### src/rtl/mips_ctrl_pkg.sv
// Shared definitions for the pipelined MIPS main control unit.
// Holds the opcode values, control-word bit positions, memory access size
// encodings and the hazard FSM state type.
package mips_ctrl_pkg;

  localparam int unsigned CTRL_W = 16;

  // Opcodes (instr[31:26])
  localparam logic [5:0] OP_RTYPE = 6'h00;
  localparam logic [5:0] OP_J     = 6'h02;
  localparam logic [5:0] OP_BEQ   = 6'h04;
  localparam logic [5:0] OP_BNE   = 6'h05;
  localparam logic [5:0] OP_ADDI  = 6'h08;
  localparam logic [5:0] OP_SLTI  = 6'h0A;
  localparam logic [5:0] OP_ANDI  = 6'h0C;
  localparam logic [5:0] OP_ORI   = 6'h0D;
  localparam logic [5:0] OP_XORI  = 6'h0E;
  localparam logic [5:0] OP_LUI   = 6'h0F;
  localparam logic [5:0] OP_LB    = 6'h20;
  localparam logic [5:0] OP_LH    = 6'h21;
  localparam logic [5:0] OP_LW    = 6'h23;
  localparam logic [5:0] OP_LBU   = 6'h24;
  localparam logic [5:0] OP_LHU   = 6'h25;
  localparam logic [5:0] OP_SB    = 6'h28;
  localparam logic [5:0] OP_SH    = 6'h29;
  localparam logic [5:0] OP_SW    = 6'h2B;

  // Control-word bit positions
  localparam int unsigned B_JUMP     = 15;
  localparam int unsigned B_REGDST   = 14;
  localparam int unsigned B_ALUOP_HI = 13;
  localparam int unsigned B_ALUOP_LO = 12;
  localparam int unsigned B_ALUSRC   = 11;
  localparam int unsigned B_BNE      = 10;
  localparam int unsigned B_BEQ      = 9;
  localparam int unsigned B_MEMREAD  = 8;
  localparam int unsigned B_MEMWRITE = 7;
  localparam int unsigned B_SIGNED   = 6;
  localparam int unsigned B_SIZE_HI  = 5;
  localparam int unsigned B_SIZE_LO  = 4;
  localparam int unsigned B_REGWRITE = 1;
  localparam int unsigned B_MEMTOREG = 0;

  // ALUOp field values
  localparam logic [1:0] ALU_RTYPE  = 2'b00;
  localparam logic [1:0] ALU_BRANCH = 2'b01;
  localparam logic [1:0] ALU_IMM    = 2'b11;

  // Memory access size field values
  localparam logic [1:0] SZ_WORD = 2'b00;
  localparam logic [1:0] SZ_BYTE = 2'b01;
  localparam logic [1:0] SZ_HALF = 2'b10;

  typedef enum logic {RUN, STALL} state_t;

endpackage

### src/rtl/mips_ctrl_decode.sv
// Combinational opcode decoder.
// Ports:
//   i_opcode       opcode field instr[31:26]
//   o_word         16-bit control word (unused fields are 0)
//   o_illegal      opcode not recognised
//   o_rt_is_source rt is read as a source operand (R-type, store, branch)
module mips_ctrl_decode
  import mips_ctrl_pkg::*;
#(
  parameter int unsigned NB_OPCODE = 6
) (
  input  logic [NB_OPCODE-1:0] i_opcode,
  output logic [CTRL_W-1:0]    o_word,
  output logic                 o_illegal,
  output logic                 o_rt_is_source
);

  function automatic logic [CTRL_W-1:0] f_load(input logic sgn, input logic [1:0] sz);
    logic [CTRL_W-1:0] w;
    w                       = '0;
    w[B_ALUSRC]             = 1'b1;
    w[B_MEMREAD]            = 1'b1;
    w[B_REGWRITE]           = 1'b1;
    w[B_MEMTOREG]           = 1'b1;
    w[B_SIGNED]             = sgn;
    w[B_SIZE_HI:B_SIZE_LO]  = sz;
    return w;
  endfunction

  function automatic logic [CTRL_W-1:0] f_store(input logic [1:0] sz);
    logic [CTRL_W-1:0] w;
    w                       = '0;
    w[B_ALUSRC]             = 1'b1;
    w[B_MEMWRITE]           = 1'b1;
    w[B_SIZE_HI:B_SIZE_LO]  = sz;
    return w;
  endfunction

  always_comb begin
    o_word         = '0;
    o_illegal      = 1'b0;
    o_rt_is_source = 1'b0;
    case (i_opcode)
      OP_RTYPE: begin
        o_word[B_REGDST]              = 1'b1;
        o_word[B_ALUOP_HI:B_ALUOP_LO] = ALU_RTYPE;
        o_word[B_REGWRITE]            = 1'b1;
        o_rt_is_source                = 1'b1;
      end
      OP_LW:  o_word = f_load(1'b0, SZ_WORD);
      OP_LB:  o_word = f_load(1'b1, SZ_BYTE);
      OP_LBU: o_word = f_load(1'b0, SZ_BYTE);
      OP_LH:  o_word = f_load(1'b1, SZ_HALF);
      OP_LHU: o_word = f_load(1'b0, SZ_HALF);
      OP_SW: begin o_word = f_store(SZ_WORD); o_rt_is_source = 1'b1; end
      OP_SB: begin o_word = f_store(SZ_BYTE); o_rt_is_source = 1'b1; end
      OP_SH: begin o_word = f_store(SZ_HALF); o_rt_is_source = 1'b1; end
      OP_BEQ: begin
        o_word[B_ALUOP_HI:B_ALUOP_LO] = ALU_BRANCH;
        o_word[B_BEQ]                 = 1'b1;
        o_rt_is_source                = 1'b1;
      end
      OP_BNE: begin
        o_word[B_ALUOP_HI:B_ALUOP_LO] = ALU_BRANCH;
        o_word[B_BNE]                 = 1'b1;
        o_rt_is_source                = 1'b1;
      end
      OP_J: o_word[B_JUMP] = 1'b1;
      OP_ADDI, OP_SLTI, OP_ANDI, OP_ORI, OP_XORI, OP_LUI: begin
        o_word[B_ALUOP_HI:B_ALUOP_LO] = ALU_IMM;
        o_word[B_ALUSRC]              = 1'b1;
        o_word[B_REGWRITE]            = 1'b1;
      end
      default: o_illegal = 1'b1;
    endcase
  end

endmodule

### src/rtl/mips_ctrl_pipe.sv
// Pipelined MIPS main control unit (ID stage) with ID/EX control register,
// load-use hazard detection with LOAD_STALL bubbles, flush, freeze and
// illegal-opcode flag.
// Ports:
//   clk, rst    rising-edge clock, synchronous active-high reset
//   i_enable    pipeline advance (0 freezes all state)
//   i_valid     IF/ID holds a real instruction
//   i_opcode    instr[31:26];  i_rs instr[25:21];  i_rt instr[20:16]
//   i_flush     taken branch/jump from a later stage
//   o_ex_ctrl   registered ID/EX control word
//   o_ex_rt     registered ID/EX rt (0 on bubbles)
//   o_stall     combinational hold for PC and IF/ID
//   o_illegal   registered 1-cycle pulse on unknown opcode
module mips_ctrl_pipe
  import mips_ctrl_pkg::*;
#(
  parameter int unsigned NB_OPCODE  = 6,
  parameter int unsigned NB_REG     = 5,
  parameter int unsigned LOAD_STALL = 1
) (
  input  logic                 clk,
  input  logic                 rst,
  input  logic                 i_enable,
  input  logic                 i_valid,
  input  logic [NB_OPCODE-1:0] i_opcode,
  input  logic [NB_REG-1:0]    i_rs,
  input  logic [NB_REG-1:0]    i_rt,
  input  logic                 i_flush,
  output logic [CTRL_W-1:0]    o_ex_ctrl,
  output logic [NB_REG-1:0]    o_ex_rt,
  output logic                 o_stall,
  output logic                 o_illegal
);

  logic [CTRL_W-1:0] w_word;
  logic              w_illegal;
  logic              w_rt_src;
  logic              w_haz;

  state_t            r_state;
  logic [1:0]        r_cnt;
  logic [CTRL_W-1:0] r_ex_ctrl;
  logic [NB_REG-1:0] r_ex_rt;
  logic              r_illegal;

  mips_ctrl_decode #(.NB_OPCODE(NB_OPCODE)) u_decode (
    .i_opcode       (i_opcode),
    .o_word         (w_word),
    .o_illegal      (w_illegal),
    .o_rt_is_source (w_rt_src)
  );

  // Load in EX whose destination is read by the instruction in ID.
  assign w_haz = i_valid & r_ex_ctrl[B_MEMREAD] & (r_ex_rt != '0) &
                 ((r_ex_rt == i_rs) | ((r_ex_rt == i_rt) & w_rt_src));

  assign o_stall   = ((r_state == RUN) & w_haz) | (r_state == STALL);
  assign o_ex_ctrl = r_ex_ctrl;
  assign o_ex_rt   = r_ex_rt;
  assign o_illegal = r_illegal;

  always_ff @(posedge clk) begin
    if (rst) begin
      r_state   <= RUN;
      r_cnt     <= '0;
      r_ex_ctrl <= '0;
      r_ex_rt   <= '0;
      r_illegal <= 1'b0;
    end else if (i_enable) begin
      if (i_flush) begin
        r_state   <= RUN;
        r_cnt     <= '0;
        r_ex_ctrl <= '0;
        r_ex_rt   <= '0;
        r_illegal <= 1'b0;
      end else begin
        case (r_state)
          RUN: begin
            if (w_haz) begin
              r_ex_ctrl <= '0;
              r_ex_rt   <= '0;
              r_illegal <= 1'b0;
              // The first bubble is issued here; STALL covers the rest.
              if (LOAD_STALL > 1) begin
                r_cnt   <= 2'(LOAD_STALL - 1);
                r_state <= STALL;
              end
            end else begin
              r_ex_ctrl <= i_valid ? w_word : '0;
              r_ex_rt   <= i_valid ? i_rt : '0;
              r_illegal <= i_valid & w_illegal;
            end
          end
          STALL: begin
            r_ex_ctrl <= '0;
            r_ex_rt   <= '0;
            r_illegal <= 1'b0;
            r_cnt     <= r_cnt - 2'd1;
            if (r_cnt == 2'd1) r_state <= RUN;
          end
          default: r_state <= RUN;
        endcase
      end
    end
  end

endmodule

### config.mk
export PLATFORM = sky130hd
export DESIGN_NAME = mips_ctrl_pipe
export DESIGN_NICKNAME = d
export VERILOG_FILES = /design/src/rtl/mips_ctrl_pkg.sv /design/src/rtl/mips_ctrl_decode.sv /design/src/rtl/mips_ctrl_pipe.sv
export SDC_FILE = /design/constraint.sdc
export NUM_CORES = 1
export LEC_CHECK = 0
export CAP_MARGIN = 5
export CELL_PAD_IN_SITES_DETAIL_PLACEMENT = 0
export CELL_PAD_IN_SITES_GLOBAL_PLACEMENT = 2
export CORE_MARGIN = 2
export CORE_UTILIZATION = 29
export DETAILED_ROUTE_END_ITERATION = 10
export MAX_ROUTING_LAYER = met4
export PLACE_DENSITY = 0.95
export SYNTH_ARGS = -nofsm -noshare
export SYNTH_HDL_FRONTEND = slang
export SYNTH_HIERARCHICAL = 1
export SYNTH_SLANG_ARGS = --single-unit
### constraint.sdc
create_clock -name clk -period 3.6 [get_ports clk]
set_input_delay 0.36 -clock clk [delete_from_list [all_inputs] [get_ports clk]]
set_output_delay 0.36 -clock clk [all_outputs]
set_load 0.005 [all_outputs]
---- Word level (Yosys, flattened, before mapping) ----
Cells that the tools add are included.
storage, ports and cells
  RAM bits ................................ 0
  latch bits .............................. 0
  register bits ........................... 25
  bits of input ports ..................... 21
  bits in read-only memories .............. 0
  output and inout bits ................... 23
  memories ................................ 0
cells by class
  multiplexer cells ....................... 27
  bitwise operators ....................... 9
  div/mod/pow operators ................... 0
  reduce and logical (&&, ||, !) cells .... 11
  $lt $le $gt $ge ......................... 0
  add/sub/neg operators ................... 1
  $mul .................................... 0
  shift operators ......................... 0
  eq/ne operators ......................... 20
operators with widths
  kind                                            number
  case mux 7 bit (8 select lines)                 1
  == test 6 bit (second input constant)           8
  2-to-1 mux 16 bit                               3
  == test 6 x 4 -> 1 bit (second input constant)  6
  case mux 16 bit (2 select lines)                1
  OR reduction 18 bit                             1
  2-to-1 mux 5 bit                                3
  2-to-1 mux 1 bit                                14
  OR reduction 14 bit                             1
  == test 6 x 3 -> 1 bit (second input constant)  2
  OR reduction 12 bit                             1
  OR reduction 6 bit                              2
  == test 5 bit                                   2
  case mux 5 bit (2 select lines)                 1
  bitwise AND 1 bit                               6
  == test 6 x 2 -> 1 bit (second input constant)  1
  logical NOT 6 bit                               1
  nonzero test 5 bit                              1
  OR reduction 5 bit                              1
  2-to-1 mux 2 bit                                2
  case mux 2 bit (2 select lines)                 1
  == test 2 x 1 -> 1 bit (second input constant)  1
  bitwise OR 1 bit                                2
  case mux 1 bit (2 select lines)                 1
  other kinds (5)                                 5

---- Logic depth before layout (Yosys ltp) ----
Gate-level depths: netlist (run 1).
  depth after elaboration ................. 9
  gate-level depth with buffers ........... 8
  mapped depth without buffers ............ 6

---- Hierarchy ----
The synthesis (run 1) kept the hierarchy.
modules (own cells, without submodules)
  module            sequential area each (um^2)  area an instance (um^2)  cells an instance  times used
  mips_ctrl_pipe    500.5                        1214.9                   135                1
  mips_ctrl_decode  0.0                          280.3                    46                 1

---- Worst setup path before layout (run 1) ----
OpenSTA, ideal clock, no wires.
  path type ............................... input to output
  start ................................... input i_opcode[2]
  end ..................................... output o_stall
  stages on the path ...................... 7
  path buffers ............................ 1
  arrival ................................. 1366 ps
  required time ........................... 3240 ps
  slack ................................... 1874 ps
  cell sequence ........................... buf_2 -> nand2b_1 -> nand2_1 -> a21oi_1 -> nand2_1 -> o22ai_1 -> a31o_1
on the way
  cells in the longest elaborated chain, start to end .. 8
  elaborated cells on any way between the ends .. 13
  those cells by class .................... eq/ne (5); mux (1); bitwise (5); reduce/logical (2)
RTL lines
  element                                line                    text
  from (decl)                            mips_ctrl_pipe.sv:25    input logic [NB_OPCODE-1:0] i_opcode,
  == test 6 bit (tied with other cells)  mips_ctrl_decode.sv:43  case (i_opcode)
  OR reduction 6 bit (no line) (*)       n/a
  2-to-1 mux 1 bit (*)                   mips_ctrl_decode.sv:43
  net w_rt_src                           mips_ctrl_pipe.sv:37    logic w_rt_src;
  bitwise AND 1 bit (*)                  mips_ctrl_pipe.sv:55    ((r_ex_rt == i_rs) | ((r_ex_rt == i_rt) & w_rt_src));
  bitwise OR 1 bit (*)                   mips_ctrl_pipe.sv:55
  bitwise AND 1 bit (*)                  mips_ctrl_pipe.sv:54    assign w_haz = i_valid & r_ex_ctrl[B_MEMREAD] & (r_ex_rt != '0) &
  bitwise AND 1 bit (*)                  mips_ctrl_pipe.sv:57    assign o_stall = ((r_state == RUN) & w_haz) | (r_state == STALL);
  bitwise OR 1 bit (*)                   mips_ctrl_pipe.sv:57
  to (decl)                              mips_ctrl_pipe.sv:31    output logic o_stall,
The timed path passes the listed nets; every way through them passes the cells marked *.

---- Final worst setup path (run 1) ----
Same ends and word-level chain as after synthesis.

==> impl_results.md, run 1 <==
* Starting DRT DRC Count at 81
* DRT antenna net count at 0
* I/O pin count at 44
* Mapped Cells at 181
* Status: finished clean
* Ys async rst share at 0%
* Num rows at 26
* Synth Warn # at 6
* First-pass DRT Iterations at 4
* Final Wtd Congestion at 0.765
* Hold EP: r_cnt[0]
* WHS at 476 ps
* PortBufs at 43
* Slowest CP cell: clkdlybuf4s50_1
* Achievable frequency at 364 MHz
* Post-synth top flop: dfxtp_1
* Fin crit share at 76.4%
* Largest cells by area after synthesis: dfxtp_1 33%, a32oi_1 13%, nand2_1 7.0%
* Die X at 75.8 um
* PwrDens at 284 nW/um^2
* Die Ht at 75.8 um
* Drt wl/cell at 13.6 um
* GR Util All Layers at 14.2%
* Fill cells at 500
* CP max stage delay at 640 ps
* Layout cells sized above 1 at 8.33%
* CTS buffer count at 3
* Hold path cells at 2
* Number of flops mapped to enable cells by yosys at 0
* Leak at 0.649 nW
* Worst Path Max Fanout at 10
* Initial Util at 29.7%
* Seq/Total Area, Yosys at 33.5%
* Antenna cells at 0
* CTS H-tree depth at 1
* Worst skew pair latency at 280 ps
* Vias in the first global route at 1178
* Critical Path Start Type: input port
* Hold Crit Start: r_cnt[0]
* Setup CP Type: in -> out
* Inst Count DP at 282
* Final WL at 3880 um
* Longest Clk Path Bufs at 2
* Setup total negative slack at 0 ps
* Peak supply drop at 112 uV
* Origin of the critical flop-to-flop path: o_ex_rt[3]
* GR Overflow Total at 0
* Residual DRC count at 0
* Total of max-cap violations at 0
* CTS root buf: clkbuf_8
* Flop2flop setup slack at 1950 ps
* Yosys cell types at 39
* Final HPWL DP at 2680 um
* RSZ-0062 raised after global routing: false
* Post-Layout Cell Count at 286
* Area delta synth->final at 33.4%
* Crit end category: output port
* Syn avg cell area at 8.26 sq um
* Leading area contributor after synthesis: dfxtp_1
* Post_cts resized at 0
* Worst EP arrival at 2390 ps
* Flops & latches, synth at 25
* Area fraction of the dominant cell type after synthesis at 33.5%
* Largest delay share family, worst path: buffers and inverters
* Max Slew Vio Count at 0
* Global-route wire length before repair at 6020 um
* Core Region at 5040 sq um
* Buffers & Inverters on Critical Path at 2
* Reg2reg end: o_illegal
* Setup Fix Bufs, Post-CTS at 0
* Die area at 5750 sq um
* CP Cell Sequence: clkdlybuf4s50_1, nand2b_1, nand2_1, a21oi_1, nand2_1, o22ai_2, a31o_1, clkdlybuf4s50_1
* Netlist Area Pre-Place at 1500 sq um
* Final Skew at 4.75 ps
* R2R cell count at 5
* Mean number of vias per cell at 5.00
* Clk slew on worst S/H paths at 90 ps
* DR vias at 1429
* WP data required at 3240 ps
* Hold Fails Final Rpt at 0
* Total clock sinks at 25
* Largest net degree at the start of global routing at 45
* CTS tree: built
* Quantity of hold-fixing buffers added after cts at 0
* Number of setup violations in the final report at 0
* Nets at 239
* Min Tclk post-route at 2750 ps
* Initial antenna violation count at 0
* Hold WC Path Type: reg -> reg
-- worst reg2reg max path: stages (launching register included) --
cell,delay (ps)
dfxtp_1,380
or4_4,560
o21ai_4,140
buf_4,280
a32oi_1,140
o21ai_1,100
-- kinds of logic (layout without fill, tap and decap cells) --
logic type,after synthesis,after routing,share of synthesized area [%]
buffers and inverters,19,53,7.53
XOR/XNOR,10,10,5.86
other,1,2,0.251
multiplexers,1,1,0.753
AND/OR/NAND/NOR,63,63,21.1
AO/OA/AOI/OAI,61,61,30.2
adder cells (fa/ha/maj),1,1,0.837
flip-flops,25,25,33.5
-- worst max-delay path by stage --
| stage | from | endpoint | depth (start not counted) |
|---|---|---|---|
| global route | i_opcode[3] | o_stall | 8 |
| CTS | i_opcode[3] | o_stall | 8 |
| detailed placement | i_opcode[3] | o_stall | 8 |
| floorplan | i_opcode[2] | o_stall | 7 |
| global placement | i_opcode[3] | o_stall | 8 |
| finish | i_opcode[2] | o_stall | 8 |
-- final cells by class --
type,count,area (sq um),area share [%]
clock inverters,1,5.00,0.251
inverters,2,7.51,0.376
well taps,70,87.6,4.39
multi-input cells,138,892,44.7
repair buffers,47,460,23.1
flip-flops and latches,25,500,25.1
clock buffers,3,41.3,2.07
-- layout by cell type, fill, tap and decap left out, drive strengths merged, types with 2 or more instances in the layout --
cell type and n:
nand2 28, nor2b 3, a211oi 2, nand2b 7, dfxtp 25, conb 2
nor2 8, a21oi 5, a32oi 23, nand3b 2, xnor2 10, inv 2
clkdlybuf4s50 43, and3 2, clkbuf 3, o21ai 25, buf 4, nor3 6
-- power by group --
| part | switching [mW] | total [mW] | internal, mW |
|---|---|---|---|
| sequential | 0.00703 | 0.290 | 0.283 |
| combinational | 0.0496 | 0.105 | 0.0559 |
| clock | 0.0937 | 0.171 | 0.0777 |
-- flip-flops by register name, indices dropped and copies added, names as in the netlist --
signal     count
o_ex_ctrl     16
o_ex_rt        5
o_illegal      1
r_cnt          2
r_state        1
-- per-layer routing --
layer / share of wire, % / up-vias / GRT usage, %
li1: - / 734 / -
met1: 49 / 653 / 22.1
met2: 44 / 37 / 17.8
met3: 4.9 / 5 / 1.72
met4: 1.6 / 0 / 5.85
met5: 0 / - / -
-- cell usage after synthesis, drive strengths merged (2+ instances only) --
cell and number:
nand2 28, dfxtp 25, o21ai 25, a32oi 23, buf 14, xnor2 10
nor2 8, nand2b 7, nor3 6, a21oi 5, clkbuf 3, nor2b 3
a211oi 2, and3 2, inv 2, nand3b 2
-- metrics by stage --
step	total power, mW	utilization (%)	setup slack [ps]	area, sq um
after global placement	0.402	38.6	848	1950
after CTS	0.570	39.6	820	1990
after floorplan	0.353	-	1870	1500
after global routing	0.595	39.6	673	1990
final	0.566	39.6	849	1990
after detailed placement	0.402	38.6	834	1950
Power figures use the tool's default switching activity.
==> inputs of run 2 (changes only) <==
--- a/config.mk
+++ b/config.mk
@@ -9,10 +9,10 @@
 export CELL_PAD_IN_SITES_DETAIL_PLACEMENT = 0
 export CELL_PAD_IN_SITES_GLOBAL_PLACEMENT = 2
 export CORE_MARGIN = 2
-export CORE_UTILIZATION = 29
+export CORE_UTILIZATION = 24
 export DETAILED_ROUTE_END_ITERATION = 10
 export MAX_ROUTING_LAYER = met4
-export PLACE_DENSITY = 0.95
+export PLACE_DENSITY = 0.86
 export SYNTH_ARGS = -nofsm -noshare
 export SYNTH_HDL_FRONTEND = slang
 export SYNTH_HIERARCHICAL = 1
==> constraint.sdc (replaced) <==
create_clock -name clk -period 2.3 [get_ports clk]
set_input_delay 0.23 -clock clk [delete_from_list [all_inputs] [get_ports clk]]
set_output_delay 0.23 -clock clk [all_outputs]
set_load 0.005 [all_outputs]
==> impl_results.md, run 2 (synthesis gave the netlist of run 1 again) <==
* Max Slew Vio Count at 0 (unchanged)
* Hold Fails Final Rpt at 0 (unchanged)
* Hold WC Path Type: reg -> reg (unchanged)
* Vias in the first global route at 1373 (was 1178)
* CTS H-tree depth at 1 (unchanged)
* WHS at 484 ps (was 476 ps)
* CTS buffer count at 3 (unchanged)
* Drt wl/cell at 14.0 um (was 13.6 um)
* Achievable frequency at 518 MHz
* R2R cell count at 5 (unchanged)
* Worst Path Max Fanout at 4 (was 10)
* PortBufs at 43 (unchanged)
* Origin of the critical flop-to-flop path: o_ex_rt[3] (unchanged)
* DRT antenna net count at 0 (unchanged)
* Final Wtd Congestion at 0.766 (was 0.765)
* Flop2flop setup slack at 670 ps (was 1950 ps)
* Worst EP arrival at 1700 ps (was 2390 ps)
* CTS root buf: clkbuf_8 (unchanged)
* Setup total negative slack at 0 ps (unchanged)
* Die area at 6880 sq um (was 5750 sq um)
* Final Skew at 7.94 ps (was 4.75 ps)
* PwrDens at 426 nW/um^2 (was 284 nW/um^2)
* Final HPWL DP at 2900 um (was 2680 um)
* CTS tree: built (unchanged)
* Setup CP Type: reg -> out (was in -> out)
* Net switching power at 239 uW (was 150 uW)
* Critical Path Start Type: register (was input port)
* Initial Util at 25.1% (was 29.7%)
* Layout cells sized above 1 at 14.7% (was 8.33%)
* Worst skew pair latency at 270 ps (was 280 ps)
* Global-route wire length before repair at 7120 um (was 6020 um)
* Mean number of vias per cell at 4.80 (was 5.00)
* Clk slew on worst S/H paths at 90 ps (about the same)
* Min Tclk post-route at 1930 ps
* Crit path capture: o_stall (unchanged)
* WP data required at 2070 ps (was 3240 ps)
* Final WL at 4210 um (was 3880 um)
* GR Util All Layers at 12.7% (was 14.2%)
* Reg power frac at 50.1% (was 51.1%)
* Crit end category: output port (unchanged)
* Reg2reg end: o_ex_ctrl[12] (was o_illegal)
* RSZ-0062 raised after global routing: false (unchanged)
* Inst Count DP at 295 (was 282)
* Residual DRC count at 0 (unchanged)
* Number of setup violations in the final report at 0 (unchanged)
* Longest Clk Path Bufs at 2 (unchanged)
* Most frequent cells in the layout: 39 x clkdlybuf4s50_1, 28 x nand2_1, 23 x a32oi_1, 23 x dfxtp_1, 17 x o21ai_1 (was 43 x clkdlybuf4s50_1, 28 x nand2_1, 25 x dfxtp_1)
* Design Area, Final at 2120 sq um (was 1990 sq um)
* Sw frac at 26.5% (about the same)
* Total clock sinks at 25 (unchanged)
* Design Power at 902 uW (was 566 uW)
* DR vias at 1440 (was 1429)
* Starting DRT DRC Count at 114 (was 81)
* Core Region at 5960 sq um (was 5040 sq um)
* Initial antenna violation count at 0 (unchanged)
* Leak at 0.755 nW (was 0.649 nW)
* Commonest non-fill, non-tap cell in the layout: clkdlybuf4s50_1 (unchanged)
* Fin crit share at 83.9%
* Num rows at 28 (was 26)
* Total of max-cap violations at 0 (unchanged)
* Placed Instance Area at 2030 sq um (was 1950 sq um)
* Area delta synth->final at 41.8% (was 33.4%)
* Peak supply drop at 205 uV (was 112 uV)
* Die Ht at 82.9 um (was 75.8 um)
* Die X at 82.9 um (was 75.8 um)
* First-pass DRT Iterations at 4 (unchanged)
* Post-Layout Cell Count at 300 (was 286)
* Comb pwr share at 20.5% (was 18.6%)
* I/O pin count at 44 (unchanged)
* Max FFs per register at 16 (unchanged)
* Antenna cells at 0 (unchanged)
* Nets at 248 (was 239)
* Clk pwr share at 29.4% (was 30.3%)
* Status: finished clean (unchanged)
* Internal power at 663 uW (was 416 uW)
* Largest net degree at the start of global routing at 45 (unchanged)
* Critical Path Source: o_ex_rt[3] (was i_opcode[2])
* GR Overflow Total at 0 (unchanged)
## run 2: cell types whose count changed in the layout (fill, tap and decap cells not counted), moves of 2 or more
cell	delta
clkdlybuf4s50_1	-4
dfxtp_1	-2
nand2b_4	+2
nand2b_1	-2
dlymetal6s2s_1	+4
buf_4	+8
## run 2: critical path: stages, from the launching register on
cell and delay, ps:
dfxtp_4 360, or4_4 540, o21ai_4 140, inv_1 50, a31o_1 200, dlymetal6s2s_1 140
## run 2: area by class of cell
| type | count | area [sq um] |
|---|---|---|
| Inverter | 2 | 7.51 |
| Timing Repair Buffer | 56 | 551 |
| Clock buffer | 3 | 41.3 |
| Clock inverter | 1 | 5.00 |
| Sequential cell | 25 | 505 |
| Multi-Input combinational cell | 138 | 916 |
| Fill cell | 635 | 3840 |
| Tap cell | 75 | 93.8 |
## run 2: timing repair
action	CTS	global route
endpoints found under the setup margin	1	1
setup buffers	0	1
pin swaps	0	3
hold buffers	0	0
gates resized for setup	1	10
## run 2: how the worst min path moves through the flow
stage / endpoint / slack [ps] / start / depth (start not counted)
final: r_cnt[0] / 480 / r_cnt[0] / 2
after floorplan: r_cnt[0] / 300 / rst / 1
after global placement: o_ex_ctrl[3] / 450 / o_ex_ctrl[3] / 2
after global routing: o_ex_ctrl[2] / 510 / o_ex_ctrl[2] / 2
after detailed placement: o_ex_ctrl[1] / 460 / o_ex_ctrl[1] / 2
after CTS: r_cnt[0] / 480 / r_cnt[0] / 2
## run 2: power groups by stage
stage | sequential, mW | combinational [mW] | clock (mW)
finish | 0.452 | 0.185 | 0.265
global placement | 0.464 | 0.179 | 0
global route | 0.454 | 0.202 | 0.298
detailed placement | 0.463 | 0.179 | 0
CTS | 0.453 | 0.181 | 0.275
floorplan | 0.462 | 0.0908 | 0
## run 2: through the flow
step	setup slack (ps)	utilization, %
final	371	35.6
after global routing	273	35.6
after CTS	5.94	34.9
after detailed placement	-40.2	34.0
after global placement	-17.1	34.0
after floorplan	722	-
## run 2: layer usage
layer / vias up / wire length [um] / global-route usage, %
met5: - / 0 / -
met4: 0 / 34 / 3.58
met3: 2 / 138 / 2.58
met2: 24 / 1840 / 17.9
met1: 661 / 2200 / 18.4
li1: 753 / - / -
==> inputs of run 3 (changes only) <==
==> constraint.sdc (replaced) <==
create_clock -name clk -period 1.7 [get_ports clk]
set_input_delay 0.17 -clock clk [delete_from_list [all_inputs] [get_ports clk]]
set_output_delay 0.17 -clock clk [all_outputs]
set_load 0.005 [all_outputs]
==> impl_results.md, run 3 (synthesis gave the netlist of run 1 again) <==
* Status: finished, violations left (was finished clean)
* Failing checks: setup timing
* WP data required at 1530 ps (was 2070 ps)
* Peak supply drop at 342 uV (was 205 uV)
* Mean number of vias per cell at 4.79 (was 4.80)
* CP max stage delay at 530 ps (was 540 ps)
* CTS buffer count at 3 (unchanged)
* Inst Count DP at 309 (was 295)
* Die area at 6880 sq um (unchanged)
* RSZ-0062 raised after global routing: true (was false)
* Internal power at 917 uW (was 663 uW)
* GR Util All Layers at 12.7% (about the same)
* Max Slew Vio Count at 0 (unchanged)
* Placed Instance Area at 2130 sq um (was 2030 sq um)
* Die Ht at 82.9 um (unchanged)
* Max FFs per register at 16 (unchanged)
* Buffers & Inverters on Critical Path at 2 (unchanged)
* PortBufs at 43 (unchanged)
* Reg power frac at 49.5% (was 50.1%)
* Comb pwr share at 22.1% (was 20.5%)
* Drt wl/cell at 13.6 um (was 14.0 um)
* Setup Fix Bufs, Post-CTS at 0 (unchanged)
* PwrDens at 559 nW/um^2 (was 426 nW/um^2)
* Longest Clk Path Bufs at 2 (unchanged)
* CTS tree: built (unchanged)
* Final Wtd Congestion at 0.782 (was 0.766)
* Design Area, Final at 2200 sq um (was 2120 sq um)
* Residual DRC count at 0 (unchanged)
* First-pass DRT Iterations at 4 (unchanged)
* Fill cells at 639 (was 635)
* Final WS setup at -56.6 ps (was 371 ps)
* Antenna cells at 0 (unchanged)
* Net switching power at 313 uW (was 239 uW)
* Final WL at 4250 um (was 4210 um)
* CTS root buf: clkbuf_8 (unchanged)
* Leak at 0.787 nW (was 0.755 nW)
* Starting DRT DRC Count at 117 (was 114)
* Largest net degree at the start of global routing at 45 (unchanged)
* Total clock sinks at 25 (unchanged)
* Initial Util at 25.1% (unchanged)
* Design Power at 1.23 mW (was 902 uW)
* Hold WC Path Type: in -> reg (was reg -> reg)
* Footprint of the multi-input gates at 908 sq um (was 916 sq um)
* Post-Layout Cell Count at 313 (was 300)
* Commonest non-fill, non-tap cell in the layout: clkdlybuf4s50_1 (unchanged)
* CTS H-tree depth at 1 (unchanged)
* GR Overflow Total at 0 (unchanged)
* I/O pin count at 44 (unchanged)
* Min Tclk post-route at 1760 ps
* Worst EP arrival at 1590 ps (was 1700 ps)
* Fin crit share at 103%
* Global-route wire length before repair at 7080 um (was 7120 um)
* Worst Path Max Fanout at 2 (was 4)
* Die X at 82.9 um (unchanged)
* Crit end category: output port (unchanged)
* Final Skew at 5.13 ps (was 7.94 ps)
* Slowest CP cell: or4_4 (unchanged)
* CP Cell Sequence: or4_4, o21ai_4, inv_2, a31o_1, buf_2 (was or4_4, o21ai_4, inv_1, a31o_1, dlymetal6s2s_1)
* Worst skew pair latency at 260 ps (was 270 ps)
* Clk slew on worst S/H paths at 80 ps (was 90 ps)
* Final HPWL DP at 3010 um (was 2900 um)
* Area occupied by registers at 503 sq um (was 505 sq um)
* Nets at 261 (was 248)
* Total of max-cap violations at 0 (unchanged)
* Hold Fails Final Rpt at 0 (unchanged)
* Setup CP Type: reg -> out (unchanged)
* Clk pwr share at 28.4% (was 29.4%)
* Layout cells sized above 1 at 19.3% (was 14.7%)
* Vias in the first global route at 1378 (was 1373)
* Critical Path Start Type: register (unchanged)
* Initial antenna violation count at 0 (unchanged)
* Largest delay share family, worst path: simple AND/OR/NAND/NOR gates (unchanged)
* WHS at 462 ps (was 484 ps)
* DR vias at 1498 (was 1440)
* Most frequent cells in the layout: 39 x clkdlybuf4s50_1, 28 x nand2_1, 24 x buf_4 (was 39 x clkdlybuf4s50_1, 28 x nand2_1, 23 x a32oi_1, 23 x dfxtp_1, 17 x o21ai_1)
* Achievable frequency at 569 MHz
* Setup total negative slack at -56.6 ps (was 0 ps)
* Number of setup violations in the final report at 1 (was 0)
* Num rows at 28 (unchanged)
* Core Region at 5960 sq um (unchanged)
* Sw frac at 25.4% (was 26.5%)
* Area delta synth->final at 47.0% (was 41.8%)
* DRT antenna net count at 0 (unchanged)
-- run 3: worst reg2reg max path: stages, from the launching register on --
cell and delay (ps):
dfxtp_2 330, or4_4 540, o21ai_4 150, buf_4 300
a32oi_1 170, o21ai_2 70
-- run 3: per-stage QoR --
step / setup slack, ps / utilization (%)
final: -56.6 / 36.9
after global routing: -158 / 36.9
after CTS: -123 / 36.7
after detailed placement: -537 / 35.8
after global placement: -497 / 35.8
after floorplan: 182 / -
-- run 3: layout make-up --
class | instances | share of cell area [%]
clock buffer | 4 | 2.05
inverter | 2 | 0.341
multi-input combinational | 138 | 41.3
sequential | 25 | 22.9
tap | 75 | 4.27
timing repair buffer | 69 | 29.1
-- run 3: power by group through the flow --
stage                     Sequential (mW)  Combinational [mW]  Clock, mW
after floorplan                     0.626               0.123          0
after global placement              0.622               0.269          0
after detailed placement            0.622               0.269          0
after CTS                           0.609               0.273      0.369
after global routing                0.611               0.298      0.409
final                               0.609               0.272      0.349
-- run 3: worst paths after layout --
| kind | startpoint | slack, ps | end | cells past startpoint |
|---|---|---|---|---|
| max | o_ex_rt[3] | -60 | o_stall | 5 |
| min | i_opcode[3] | 460 | o_ex_ctrl[0] | 5 |
| max reg2reg | o_ex_rt[3] | 90 | o_ex_rt[4] | 5 |
| min reg2reg | r_cnt[0] | 470 | r_cnt[0] | 2 |
-- run 3: routing by layer --
| metal | wire length (um) | vias to the layer above | GRT usage [%] | share of wire (%) |
|---|---|---|---|---|
| met4 | 44 | 0 | 4.02 | 1.0 |
| li1 | - | 780 | - | - |
| met5 | 0 | - | - | 0 |
| met3 | 183 | 4 | 2.78 | 4.3 |
| met1 | 2150 | 686 | 17.8 | 50 |
| met2 | 1880 | 28 | 18.0 | 44 |
-- run 3: timing repair --
item / 4_1_cts / 5_1_grt
pin swaps: 4 / 4
setup endpoints to repair: 16 / 19
gates resized for setup: 9 / 5
hold buffers: 0 / 0
